<file path="src/rtl/ddr_tx_frame_ctrl.sv">
// Frame sequencer feeding the dp/dn inputs of a dual-edge output flop: preamble, FRAME_LEN payload words, idle gap.
// Optional trailing parity word is compiled in with `define DDR_TX_FRAME_PARITY_EN.
module ddr_tx_frame_ctrl #(
  parameter int                        DATA_WIDTH = 8,
  parameter int                        FRAME_LEN  = 16,
  parameter int                        GAP_CYCLES = 2,
  parameter logic [2*DATA_WIDTH-1:0]   PREAMBLE   = 16'hA55A
) (
  input  logic                    clk,
  input  logic                    rst_n,
  input  logic                    start,
  input  logic [2*DATA_WIDTH-1:0] s_data,
  input  logic                    s_valid,
  output logic                    s_ready,
  output logic [DATA_WIDTH-1:0]   dp,
  output logic [DATA_WIDTH-1:0]   dn,
  output logic                    oe,
  output logic                    busy,
  output logic                    frame_done,
  output logic                    underrun
);

  localparam int WW       = 2 * DATA_WIDTH;
  localparam int CW       = (FRAME_LEN > 1) ? $clog2(FRAME_LEN) : 1;
  localparam int GAP_LAST = (GAP_CYCLES > 0) ? GAP_CYCLES - 1 : 0;
  localparam int GW       = (GAP_LAST > 0) ? $clog2(GAP_LAST + 1) : 1;

  typedef enum logic [2:0] {
    S_IDLE,
    S_PRE,
    S_DATA,
    S_PAR,
    S_GAP
  } state_e;

  state_e          state_q, state_d;
  logic [CW-1:0]   cnt_q, cnt_d;
  logic [GW-1:0]   gap_q, gap_d;
  logic            pend_q, pend_d;
  logic            under_q, under_d;
  logic [DATA_WIDTH-1:0] dp_q, dn_q;
  logic            oe_q, oe_d;
  logic            done_q, done_d;
  logic [WW-1:0]   word_d;
  state_e          exit_state;
  state_e          end_state;
`ifdef DDR_TX_FRAME_PARITY_EN
  logic [WW-1:0]   par_q, par_d;
`endif

  // Where the sequencer goes once the gap is over (or straight after the frame when there is no gap).
  assign exit_state = (pend_q || start) ? S_PRE : S_IDLE;
  assign end_state  = (GAP_CYCLES > 0) ? S_GAP : exit_state;

  // NOTE: every variable gets a default before the case so no path leaves it unassigned (no latch).
  always_comb begin
    state_d = state_q;
    cnt_d   = cnt_q;
    gap_d   = gap_q;
    pend_d  = pend_q;
    under_d = under_q;
    word_d  = '0;
    oe_d    = 1'b0;
    done_d  = 1'b0;
`ifdef DDR_TX_FRAME_PARITY_EN
    par_d   = par_q;
`endif

    case (state_q)
      S_IDLE: begin
        if (start) state_d = S_PRE;
      end

      S_PRE: begin
        word_d  = PREAMBLE;
        oe_d    = 1'b1;
        cnt_d   = '0;
        state_d = S_DATA;
`ifdef DDR_TX_FRAME_PARITY_EN
        par_d   = '0;
`endif
      end

      S_DATA: begin
        // A missing word is replaced by zeros; the frame length never stretches.
        word_d = s_valid ? s_data : '0;
        oe_d   = 1'b1;
        if (!s_valid) under_d = 1'b1;
`ifdef DDR_TX_FRAME_PARITY_EN
        par_d  = par_q ^ word_d;
`endif
        if (cnt_q == CW'(FRAME_LEN - 1)) begin
`ifdef DDR_TX_FRAME_PARITY_EN
          state_d = S_PAR;
`else
          done_d  = 1'b1;
          state_d = end_state;
          gap_d   = '0;
`endif
        end else begin
          cnt_d = cnt_q + CW'(1);
        end
      end

      S_PAR: begin
`ifdef DDR_TX_FRAME_PARITY_EN
        word_d  = par_q;
        oe_d    = 1'b1;
        done_d  = 1'b1;
`endif
        state_d = end_state;
        gap_d   = '0;
      end

      S_GAP: begin
        if (gap_q == GW'(GAP_LAST)) state_d = exit_state;
        else                        gap_d   = gap_q + GW'(1);
      end

      default: state_d = S_IDLE;
    endcase

    // A request seen while already busy is remembered until the next frame starts.
    if (start && state_q != S_IDLE) pend_d = 1'b1;
    if (state_d == S_PRE) begin
      pend_d  = 1'b0;
      under_d = 1'b0;
    end
  end

  // NOTE: sequential state uses non-blocking assignments so all flops update from pre-edge values.
  always_ff @(posedge clk or negedge rst_n) begin
    if (!rst_n) begin
      state_q <= S_IDLE;
      cnt_q   <= '0;
      gap_q   <= '0;
      pend_q  <= 1'b0;
      under_q <= 1'b0;
      dp_q    <= '0;
      dn_q    <= '0;
      oe_q    <= 1'b0;
      done_q  <= 1'b0;
`ifdef DDR_TX_FRAME_PARITY_EN
      par_q   <= '0;
`endif
    end else begin
      state_q <= state_d;
      cnt_q   <= cnt_d;
      gap_q   <= gap_d;
      pend_q  <= pend_d;
      under_q <= under_d;
      dp_q    <= word_d[WW-1:DATA_WIDTH];
      dn_q    <= word_d[DATA_WIDTH-1:0];
      oe_q    <= oe_d;
      done_q  <= done_d;
`ifdef DDR_TX_FRAME_PARITY_EN
      par_q   <= par_d;
`endif
    end
  end

  assign s_ready    = (state_q == S_DATA);
  assign busy       = (state_q != S_IDLE);
  assign dp         = dp_q;
  assign dn         = dn_q;
  assign oe         = oe_q;
  assign frame_done = done_q;
  assign underrun   = under_q;

endmodule

</file>
<file path="config.mk">
export PLATFORM = sky130hd
export DESIGN_NAME = ddr_tx_frame_ctrl
export DESIGN_NICKNAME = d
export VERILOG_FILES = /design/src/rtl/ddr_tx_frame_ctrl.sv
export SDC_FILE = /design/constraint.sdc
export NUM_CORES = 1
export LEC_CHECK = 0
export CAP_MARGIN = 10
export CORE_AREA = 4 4 57 59
export DETAILED_ROUTE_END_ITERATION = 10
export DIE_AREA = 0 0 61 63
export PLACE_DENSITY = 0.72
export SETUP_SLACK_MARGIN = 0.05
export SKIP_LAST_GASP = 1
export SLEW_MARGIN = 5
export SYNTH_ARGS = -nofsm -noshare
export SYNTH_HDL_FRONTEND = slang
export SYNTH_SLANG_ARGS = --single-unit
</file>
<file path="constraint.sdc">
create_clock -name clk -period 2 [get_ports clk]
set_clock_uncertainty 0.2 [all_clocks]
set_input_delay 0.4 -clock clk [delete_from_list [all_inputs] [get_ports clk]]
set_output_delay 0.4 -clock clk [all_outputs]
set_load 0.01 [all_outputs]
</file>
# == Yosys cells after proc, flatten, opt, wreduce, memory -nomap -nowiden ==
# Cells that the tools add are included.
# totals
reg_bits,28
latchBits,0
ramBits,0
rom_bits,0
input_bits,20
output_inout_bits,21
wordCells,52
mem_count,0
# classes
addsub,2
multipliers,0
n_div,0
order_cmp,0
eq_ne,9
n_shift,0
n_mux,20
n_bitwise,0
reduce_logical,12
# op_table
cell,count
case mux 16 bit (2 select lines),1
2-to-1 mux 16 bit,1
case mux 3 bit (5 select lines),1
2-to-1 mux 1 bit,11
2-to-1 mux 3 bit,3
case mux 4 bit (2 select lines),1
equality test 3 x 1 -> 1 bit (second input constant),2
equality test 3 x 2 -> 1 bit (second input constant),2
AND reduction 2 bit,3
nonzero test 2 bit,3
nonzero test 3 bit,2
adder 4 x 1 -> 4 bit (second input constant),1
equality test 4 bit (second input constant),1
2-to-1 mux 4 bit,1
!= test 2 x 1 -> 1 bit (second input constant),2
equality test 3 bit (second input constant),1
zero test 3 bit,1
case mux 1 bit (3 select lines),1
!= test 2 bit (second input constant),1
OR reduction 2 bit,1
adder 1 bit (second input constant),1
logical AND 1 bit,1
logical OR 1 bit,1

# == Depth between registers and ports, before layout ==
# Gate-level depths: netlist of the first run.
# logic_depth
word_depth,7
depth_mapped,6
depth_no_buf,4

# == Least setup slack after synthesis of the first run ==
# OpenSTA, ideal clock, no wires.
# synth_path
path_type,register to output
startpoint,register state_q[2]
endpoint,output port s_ready
arrival_ps,1135
required_time_ps,1400
setup_slack_ps,265
stages_incl_launch_ff,5
n_path_buf,2
path_cell_list,dfrtp_1 -> buf_2 -> or3b_4 -> clkinv_2 -> buf_2
# synth_via
elab_chain_len,1
# synth_rtl
element,line,text
"start, declared",36,"state_e state_q, state_d;"
"start signal, assigned",147,state_q <= state_d;
equality test 3 x 2 -> 1 bit,162,assign s_ready = (state_q == S_DATA);
"end, declared",14,"output logic s_ready,"
# No other way between the ends.

# == Worst setup path after layout of the first run ==
# Same ends and word-level chain as after synthesis.

==> results of run 1 <==
[cells by family after synthesis]
group / count (synthesis) / synth area share [%]
buf+inv: 6 / 2.82
compound gates: 20 / 12.7
fa+ha+maj: 1 / 1.18
flops: 28 / 65.9
simple gates: 30 / 16.5
mux: 1 / 0.941
[cell type report]
| type | count | area [um^2] | area share, % |
|---|---|---|---|
| sequential | 28 | 701 | 43.6 |
| clock buffer | 4 | 36.3 | 2.26 |
| timing repair buffer | 52 | 487 | 30.3 |
| multi-input combinational | 52 | 333 | 20.7 |
| inverter | 3 | 12.5 | 0.778 |
| tap | 31 | 38.8 | 2.41 |
[flip-flops by register name (all words and copies together) (netlist names)]
register / count
underrun: 1
cnt_q: 4
dp: 8
frame_done: 1
gap_q: 1
dn: 8
pend_q: 1
oe: 1
state_q: 3
[cells in the final DEF, fill, tap and decap left out, types with 2 or more instances in the layout]
cell             synthesis  final
a21oi_1                  5      5
inv_1                    2      2
clkdlybuf4s50_1          0     38
a21o_1                   8      8
nand2_1                  4      4
dfrtp_1                 28     28
nand3_1                  2      2
nor2_1                   5      5
clkbuf_4                 0      3
o21ai_0                  2      2
and3_1                   9      9
buf_4                    1     12
nor3_1                   2      2
[worst paths after layout]
kind | start | slack, ns | end | cells after the start
max | state_q[2] | 0.07 | s_ready | 3
min | rst_n | 0.23 | cnt_q[1] | 2
max reg2reg | state_q[2] | 0.18 | dp[2] | 5
min reg2reg | underrun | 0.31 | underrun | 2
max in group asynchronous | rst_n | 1.11 | dn[2] | 2
min in group clk | underrun | 0.31 | underrun | 2
[power groups by stage]
stage	sequential (mW)	clock, mW	combinational, mW
5_1_grt	0.847	0.304	1.02
4_1_cts	0.828	0.279	0.888
2_1_floorplan	0.873	0	0.404
3_3_place_gp	0.835	0	0.854
6_report	0.827	0.267	0.930
3_5_place_dp	0.847	0	0.873
[routing by layer]
metal | wire length [um] | vias to the layer above | part of all wire (%) | global-route usage, %
met5 | 0 | - | 0 | 0
met4 | 27 | 0 | 1.1 | 4.07
met3 | 126 | 5 | 5.3 | 2.69
met2 | 1270 | 27 | 53 | 23.8
met1 | 979 | 412 | 41 | 16.3
li1 | - | 409 | - | -
[metrics by stage]
stage | util, % | setup slack (ns) | instances | area [um^2]
after CTS | 58.5 | 0.0646 | 168 | 1590
after global routing | 59.3 | 0.0325 | 170 | 1610
after global placement | 57.0 | 0.0300 | 162 | 1550
final | 59.3 | 0.0699 | 170 | 1610
after detailed placement | 57.0 | 0.00138 | 162 | 1550
after floorplan | - | 0.265 | 86 | 1060
[repair_timing]
item | 4_1_cts | 5_1_grt
resized for setup | 8 | 1
setup endpoints to repair | 2 | 2
gates cloned | 0 | 0
pin swaps | 0 | 1
setup buffers | 2 | 2
==> metrics.md, run 1 <==
| Metric | Value |
|---|---|
| Class of the most critical hold timing path | `input port to asynchronous set/reset pin` |
| Later-pin clock latency in the skew report | `0.32 ns` |
| Final Max Tran Viols | `0` |
| Crit path required time | `approximately 1.4 ns` |
| Area grow syn2layout | `51.2%` |
| Starting density of the core | `between 30 and 40%` |
| Leak Pwr | `slightly above 0.8 nW` |
| Final hold violations | `0` |
| Average size of a mapped cell | `roughly 12 um^2` |
| First-pass DRT Iterations | `4` |
| Crit-path max FO | `3` |
| Tightest Pin Transition | `0.449 ns` |
| Total power | `just over 2 mW` |
| # setup viols final | `0` |
| Slowest cell on crit path | `dfrtp_1` |
| Htree depth | `1` |
| Core area | `approximately 0.0027 mm^2` |
| Top cells by count, synth | `28 x dfrtp_1, 9 x and3_1, 8 x a21o_1` |
| Synthesized cell area | `0.00106 mm^2` |
| IO Count | `41` |
| Min cycle time layout | `roughly 1.9 ns` |
| Final layout net count | `161` |
| Total wire length | `between 2 and 2.5 mm` |
| N_diodes | `0` |
| Via-per-instance ratio | `~5` |
| Crit. End Element | `primary output` |
| Min Hold Slack | `0.226 ns` |
| Routed vias | `between 800 and 900` |
| Overall routing resource usage | `13.6%` |
| CP bufs+invs | `2` |
| CP Launch Type | `flip-flop` |
| Netlist cell types | `28` |
| Seq pwr share | `about 41%` |
| Async set-reset flop share out of synthesis | `between 90% and 100%` |
| Sw Share | `~33%` |
| Register bit total from synthesis | `28` |
| Switching Power | `around 670 uW` |
| Cells along the critical path | `or3b_4, clkinv_2, buf_6` |
| Post-synth top flop | `dfrtp_1` |
| Cts bufs inserted | `3` |
| Die X | `between 60 and 70 um` |
| Post-route ant nets | `0` |
| Maximum VDD drop | `about 0.00090 V` |
| CTS tree | `done` |
| Ys Warns | `0` |
| Max Buffers Root-to-Sink | `2` |
| Global-route wire length before repair | `4.01 mm` |
| Yosys top cell area share | `between 60% and 70%` |
| Layout cell share with drive strength beyond 1 | `16.5%` |
| Syn Nets | `107` |
| Largest net degree at the start of global routing | `29` |
| Residual DRC count | `0` |
| Int Power | `roughly 1.4 mW` |
| Row cnt | `19` |
| Initial antenna violation count | `0` |
| Cts hold-fix bufs | `0` |
| Part of the cycle the worst path needs | `roughly 97%` |
| Fin Setup TNS | `0 ns` |
| Cell taking the most area after synthesis | `dfrtp_1` |
| Number of synthesized flops with an enable pin | `0` |
| Setup Crit Path Kind | `flip-flop to primary output` |
| Number of max-cap violations | `0` |
| Max incr delay on CP | `between 0.4 and 0.5 ns` |
| Fmax | `518 MHz` |
| Vias in the first global route | `between 900 and 1000` |
| Clk root buf | `clkbuf_4` |
| Combinational share of power | `between 40 and 50%` |
| Status | `finished clean` |
| Die ar. | `around 0.0038 mm^2` |
| Vert. Die Dim | `between 60 and 70 um` |
| Initial DRC count | `17` |
| Slew headroom | `a little over two thirds` |
| DPL Wire Length | `1.73 mm` |
| Clock network power share | `roughly an eighth` |
| GR Overflow Total | `0` |
| Synth Instances | `between 80 and 90` |
| Delay-heaviest family, CP | `flip-flops` |
| Port Buffers | `40` |
| Register area share after synthesis | `between 60% and 70%` |
| Placer Congestion | `approximately 0.7` |
| Data arrival, critical path | `approximately 1.3 ns` |
| Count leader, synth | `dfrtp_1` |
| Worst-path clk slew | `around 0.14 ns` |
| Post-DR wirelength/cell | `approximately 14 um` |
| Ranking of synthesized cells by area | `dfrtp_1 66%, a21o_1 5.6%, and3_1 5.3%, a21oi_1 2.4%, nor2_1 1.8%` |
| Sink Count | `28` |
| RSZ-0062 raised after global routing | `true` |
| Fill count | `around 250` |
| PwrDens | `~1300 mW/mm^2` |
Note: power is estimated with default switching activity, not from simulation.
==> run 2: changes to the inputs <==
--- a/config.mk
+++ b/config.mk
@@ -9,7 +9,7 @@
 export CORE_AREA = 4 4 57 59
 export DETAILED_ROUTE_END_ITERATION = 10
 export DIE_AREA = 0 0 61 63
-export PLACE_DENSITY = 0.72
+export DONT_BUFFER_PORTS = 1
 export SETUP_SLACK_MARGIN = 0.05
 export SKIP_LAST_GASP = 1
 export SLEW_MARGIN = 5
==> constraint.sdc (replaced) <==
create_clock -name clk -period 1.55 [get_ports clk]
set_clock_uncertainty 0.2 [all_clocks]
set_input_delay 0.31 -clock clk [delete_from_list [all_inputs] [get_ports clk]]
set_output_delay 0.31 -clock clk [all_outputs]
set_load 0.01 [all_outputs]
==> run 2 against run 1 <==
- the flow now finishes with violations (setup timing)
- critical endpoint is now busy
- hold slack worse by 0.20 ns
- clock power is 75% higher
- critical path depth down 1
- die area unchanged
- sequential share of layout area rose by 2.5 points
- total power rose by 30%
- first-iteration DRC count is 65% higher
- non-clock buffer count shrank 18
- design area fell by 5.4%
- critical path type unchanged
- utilization fell by 3.2 points
==> metrics.md, run 2 (synthesis gave the netlist of run 1 again) <==
| Metric | Value |
|---|---|
| Status | `complete, but fails checks` |
| Failing checks | `setup timing` |
| Worst setup margin | `-0.231 ns (-0.300 ns)` |
| CTS tree | `done` |
| PwrDens | `1730 mW/mm^2 (+38%)` |
| Int Power | `1.75 mW (+29%)` |
| Global-route wire length before repair | `3.71 mm (-7.6%)` |
| Via-per-instance ratio | `5.32 (+5.9%)` |
| Post-DR wirelength/cell | `15.2 um (+7.9%)` |
| Maximum VDD drop | `0.00137 V (+53%)` |
| RSZ-0062 raised after global routing | `true` |
| Die X | `61 um (unchanged)` |
| N_diodes | `0 (unchanged)` |
| Slew headroom | `83.5% (+14 points)` |
| Largest net degree at the start of global routing | `29 (unchanged)` |
| Port Buffers | `0 (-100%)` |
| Most frequent cells in the layout | `28 x dfrtp_1, 19 x dlygate4sd3_1, 11 x buf_4` |
| Sw Share | `33.7% (+0.68 points)` |
| Residual DRC count | `0 (unchanged)` |
| Final Max Tran Viols | `0 (unchanged)` |
| Core area | `0.00271 mm^2 (unchanged)` |
| Fin Setup TNS | `-1.70 ns (-1.70 ns)` |
| Routed vias | `808 (-5.3%)` |
| Crit-path max FO | `5 (+2)` |
| Most common cell after layout, fill and taps aside | `dfrtp_1` |
| Sink Count | `28 (unchanged)` |
| Cells after DPL | `122 (-25%)` |
| Crit. End Element | `primary output` |
| Initial antenna violation count | `0 (unchanged)` |
| Row cnt | `19 (unchanged)` |
| IO Count | `41 (unchanged)` |
| Leak Pwr | `0.793 nW (-4.3%)` |
| Initial DRC count | `28 (+11)` |
| Area grow syn2layout | `43.1%` |
| Cts bufs inserted | `3 (unchanged)` |
| Clk root buf | `clkbuf_4` |
| Final layout net count | `143 (-11%)` |
| Number of max-cap violations | `0 (unchanged)` |
| Combinational share of power | `38.8% (-7.2 points)` |
| Seq pwr share | `43.5% (+2.6 points)` |
| CP Launch Type | `flip-flop` |
| GR Overflow Total | `0 (unchanged)` |
| Starting density of the core | `39.2% (unchanged)` |
| Clock network power share | `17.7% (+4.5 points)` |
| Total power | `2.64 mW (+30%)` |
| Later-pin clock latency in the skew report | `0.32 ns (about the same)` |
| Post-route design area | `0.00152 mm^2 (-5.4%)` |
| Setup Crit Path Kind | `flip-flop to primary output` |
| Fmax | `about 560 MHz` |
| Layout cell share with drive strength beyond 1 | `26.4% (+9.9 points)` |
| Part of the cycle the worst path needs | `115%` |
| Placed Area | `0.00115 mm^2 (-26%)` |
| # setup viols final | `11 (+11)` |
| Fin cells | `152 (-11%)` |
| Worst-path clk slew | `0.15 ns (about the same)` |
| First-pass DRT Iterations | `4 (unchanged)` |
| Total wire length | `2.31 mm (-3.5%)` |
| Vias in the first global route | `790 (-13%)` |
| Tightest Pin Transition | `0.245 ns (-0.203 ns)` |
| Vert. Die Dim | `63 um (unchanged)` |
| Switching Power | `888 uW (+33%)` |
| Post-route ant nets | `0 (unchanged)` |
| Min cycle time layout | `1.78 ns` |
| Class of the most critical hold timing path | `input port to flip-flop` |
| Min Hold Slack | `0.0295 ns (-0.196 ns)` |
| Crit path required time | `1.04 ns (-0.36 ns)` |
| Die ar. | `0.00384 mm^2 (unchanged)` |
| Htree depth | `1 (unchanged)` |
| Placer Congestion | `0.759 (+8.1%)` |
| DPL Wire Length | `1.57 mm (-9.2%)` |
| Data arrival, critical path | `1.27 ns (-0.06 ns)` |
| Final hold violations | `0 (unchanged)` |
| Overall routing resource usage | `12.7% (-0.89 points)` |
| Max Buffers Root-to-Sink | `2 (unchanged)` |
==> run 2: path summary, 6_finish.rpt <==
check	startpoint	endpoint	slack, ns	depth (start not counted)
max in group asynchronous	rst_n	cnt_q[0]	0.79	2
min reg2reg	pend_q	pend_q	0.34	2
max	state_q[0]	busy	-0.23	2
min in group asynchronous	rst_n	dn[7]	0.20	2
max reg2reg	state_q[2]	dn[1]	-0.15	5
min	s_valid	underrun	0.03	3
==> run 2: power by group through the flow <==
| stage | registers (mW) | clock network (mW) | logic, mW |
|---|---|---|---|
| floorplan | 1.13 | 0 | 0.564 |
| global placement | 1.17 | 0 | 0.706 |
| detailed placement | 1.18 | 0 | 0.738 |
| CTS | 1.14 | 0.478 | 0.942 |
| global route | 1.18 | 0.496 | 1.13 |
| finish | 1.15 | 0.467 | 1.02 |
==> run 2: layout make-up <==
| class | count | area, um^2 |
|---|---|---|
| fillers | 227 | 1190 |
| flip-flops and latches | 28 | 701 |
| inverters | 3 | 16.3 |
| well taps | 31 | 38.8 |
| clock buffers | 3 | 22.5 |
| clock inverters | 1 | 30.0 |
| multi-input cells | 52 | 387 |
| repair buffers | 34 | 327 |
==> run 2: timing repair <==
item / in CTS / in global routing
cloned: 0 / 0
pin swaps: 10 / 6
buffers inserted: 4 / 2
endpoints found under the hold margin: 45 / 0
hold buffers: 20 / 0
gates resized for setup: 7 / 7
setup endpoints to repair: 24 / 24
==> run 2: critical path: stages, from the launching register on <==
cell,delay [ns]
dfrtp_1,0.43
buf_4,0.16
or3_4,0.36
==> run 2: stage by stage <==
step / utilization, % / setup WS [ns]
floorplan: - / -0.0325
global placement: 42.5 / -0.00224
detailed placement: 42.5 / -0.0247
CTS: 54.3 / -0.239
global route: 56.1 / -0.271
finish: 56.1 / -0.231
==> run 2: layer usage <==
| metal | part of all wire, % | global-route usage (%) | wire length [um] | up-vias |
|---|---|---|---|---|
| met5 | 0 | 0 | 0 | - |
| met4 | 1.3 | 4.88 | 31 | 0 |
| met3 | 8.0 | 3.93 | 186 | 4 |
| met2 | 53 | 21.9 | 1220 | 27 |
| met1 | 38 | 14.1 | 878 | 403 |
| li1 | - | - | - | 374 |
==> run 3: changes to the inputs <==
--- a/config.mk
+++ b/config.mk
@@ -16,3 +16,4 @@
 export SYNTH_ARGS = -nofsm -noshare
 export SYNTH_HDL_FRONTEND = slang
 export SYNTH_SLANG_ARGS = --single-unit
+export TNS_END_PERCENT = 20
==> run 3 against run 2 <==
- the flow still finishes with violations (setup timing)
- sequential share of layout area increased by 1.0 points
- non-clock buffer count decreased by 1
- die area unchanged
- largest cell class unchanged
==> metrics.md, run 3 (synthesis gave the netlist of run 1 again) <==
| Metric | Value |
|---|---|
| Status | `complete, but fails checks` |
| Failing checks | `setup timing` |
| Final layout net count | `142 (-0.70%)` |
| Class of the most critical hold timing path | `input port to flip-flop` |
| Worst setup margin | `-0.233 ns (-0.00249 ns)` |
| Port Buffers | `0 (unchanged)` |
| Number of max-cap violations | `0 (unchanged)` |
| Die X | `61 um (unchanged)` |
| DPL Wire Length | `1.48 mm (-5.6%)` |
| Vert. Die Dim | `63 um (unchanged)` |
| Placed Area | `0.00115 mm^2 (unchanged)` |
| Overall routing resource usage | `12.8% (+0.11 points)` |
| Total power | `2.59 mW (-2.0%)` |
| Worst-path clk slew | `0.14 ns (about the same)` |
| Later-pin clock latency in the skew report | `0.32 ns (about the same)` |
| Htree depth | `1 (unchanged)` |
| Leak Pwr | `0.786 nW (-0.77%)` |
| Part of the cycle the worst path needs | `115% (+0.16 points)` |
| Slowest cell on crit path | `dfrtp_1` |
| GR Overflow Total | `0 (unchanged)` |
| First-pass DRT Iterations | `4 (unchanged)` |
| Max Buffers Root-to-Sink | `2 (unchanged)` |
| Setup Crit Path Kind | `flip-flop to primary output` |
| Max incr delay on CP | `0.43 ns (about the same)` |
| Largest net degree at the start of global routing | `29 (unchanged)` |
| Tightest Pin Transition | `0.287 ns (+0.0416 ns)` |
| Cts bufs inserted | `3 (unchanged)` |
| Vias in the first global route | `789 (-0.13%)` |
| Post-route design area | `0.00149 mm^2 (-2.1%)` |
| Most frequent cells in the layout | `28 x dfrtp_1, 19 x dlygate4sd3_1, 10 x buf_4` |
| # setup viols final | `14 (+3)` |
| Fmax | `561 MHz (-0.14%)` |
| Min cycle time layout | `1.78 ns (+0.00249 ns)` |
| Row cnt | `19 (unchanged)` |
| CTS tree | `done` |
| Total wire length | `2.40 mm (+3.9%)` |
| CP bufs+invs | `1 (unchanged)` |
| Min Hold Slack | `0.0347 ns (+0.00517 ns)` |
| Layout cell share with drive strength beyond 1 | `22.5% (-3.9 points)` |
| Crit-path max FO | `7 (+2)` |
| R2R setup slack | `-0.18 ns (-0.03 ns)` |
| Slew headroom | `80.7% (-2.8 points)` |
| Cells along the critical path | `or3b_4, clkinv_4` |
| CP Launch Type | `flip-flop` |
| Clk root buf | `clkbuf_4` |
| Core area | `0.00271 mm^2 (unchanged)` |
| Initial DRC count | `41 (+46%)` |
| Crit. End Element | `primary output` |
| Die ar. | `0.00384 mm^2 (unchanged)` |
| Placer Congestion | `0.853 (+12%)` |
| Via-per-instance ratio | `5.18 (-2.6%)` |
| Multi-input gate area | `362 um^2 (-6.5%)` |
| Post-DR wirelength/cell | `15.9 um (+4.6%)` |
| Area grow syn2layout | `40.0%` |
| Sink Count | `28 (unchanged)` |
| Delay-heaviest family, CP | `flip-flops` |
| Final Max Tran Viols | `0 (unchanged)` |
| Residual DRC count | `0 (unchanged)` |
| PwrDens | `1740 mW/mm^2 (+0.16%)` |
| Crit path required time | `1.04 ns (about the same)` |
| Final hold violations | `0 (unchanged)` |
| Initial antenna violation count | `0 (unchanged)` |
| Maximum VDD drop | `0.00131 V (-4.1%)` |
| Post-layout util | `54.9% (-1.2 points)` |
| Routed vias | `782 (-3.2%)` |
| IO Count | `41 (unchanged)` |
| Fill count | `221 (-2.6%)` |
| N_diodes | `0 (unchanged)` |
| Starting density of the core | `39.2% (unchanged)` |
| Post-route ant nets | `0 (unchanged)` |
| Global-route wire length before repair | `3.67 mm (-0.94%)` |
| Most common cell after layout, fill and taps aside | `dfrtp_1` |
| Pre-CTS setup slack | `-0.0569 ns (-0.0322 ns)` |
| RSZ-0062 raised after global routing | `true` |
| Register area | `701 um^2 (unchanged)` |
| Data arrival, critical path | `1.27 ns (about the same)` |
[run 3: final cells by class]
class	count	share of cell area [%]
Tap cell	31	2.61
Clock inverter	1	2.02
Sequential cell	28	47.1
Multi-Input combinational cell	52	24.3
Timing Repair Buffer	33	21.4
Inverter	3	1.09
Clock buffer	3	1.51
[run 3: tightest hold or removal path, stage by stage]
cell and delay, ns:
inv_1 0.05, a21oi_1 0.13, nor2_1 0.04
[run 3: path summary, 6_finish.rpt]
| kind | from | cells after the start | endpoint |
|---|---|---|---|
| worst max-delay path | state_q[0] | 2 | s_ready |
| worst min-delay path | s_valid | 3 | underrun |
| worst max register to register | state_q[0] | 5 | dn[1] |
| worst min register to register | pend_q | 2 | pend_q |
| max in group asynchronous | rst_n | 2 | dp[1] |
| min in group asynchronous | rst_n | 2 | dp[6] |
[run 3: power breakdown]
| group | leakage, nW | total [mW] | switching, mW | internal [mW] |
|---|---|---|---|---|
| Combinational | 0.391 | 0.970 | 0.457 | 0.513 |
| Clock | 0.0279 | 0.459 | 0.198 | 0.261 |
| Sequential | 0.367 | 1.16 | 0.204 | 0.951 |
[run 3: metal layers]
metal | up-vias | track usage, % | part of all wire, %
met3 | 4 | 2.89 | 7.2
met4 | 0 | 6.50 | 1.7
met1 | 372 | 14.5 | 37
met5 | - | 0 | 0
li1 | 372 | - | -
met2 | 34 | 21.8 | 54
[run 3: repair_timing]
| item | 4_1_cts | 5_1_grt |
|---|---|---|
| buffers inserted | 4 | 1 |
| pin swaps | 4 | 2 |
| endpoints found under the setup margin | 22 | 28 |
| hold endpoints to repair | 45 | 0 |
| resized for setup | 3 | 6 |
| hold buffers | 20 | 0 |
[run 3: stage by stage]
step | setup TNS, ns | instances
floorplan | -0.0325 | 86
global placement | 0 | 122
detailed placement | -0.236 | 122
CTS | -1.26 | 150
global route | -3.25 | 151
finish | -2.14 | 151
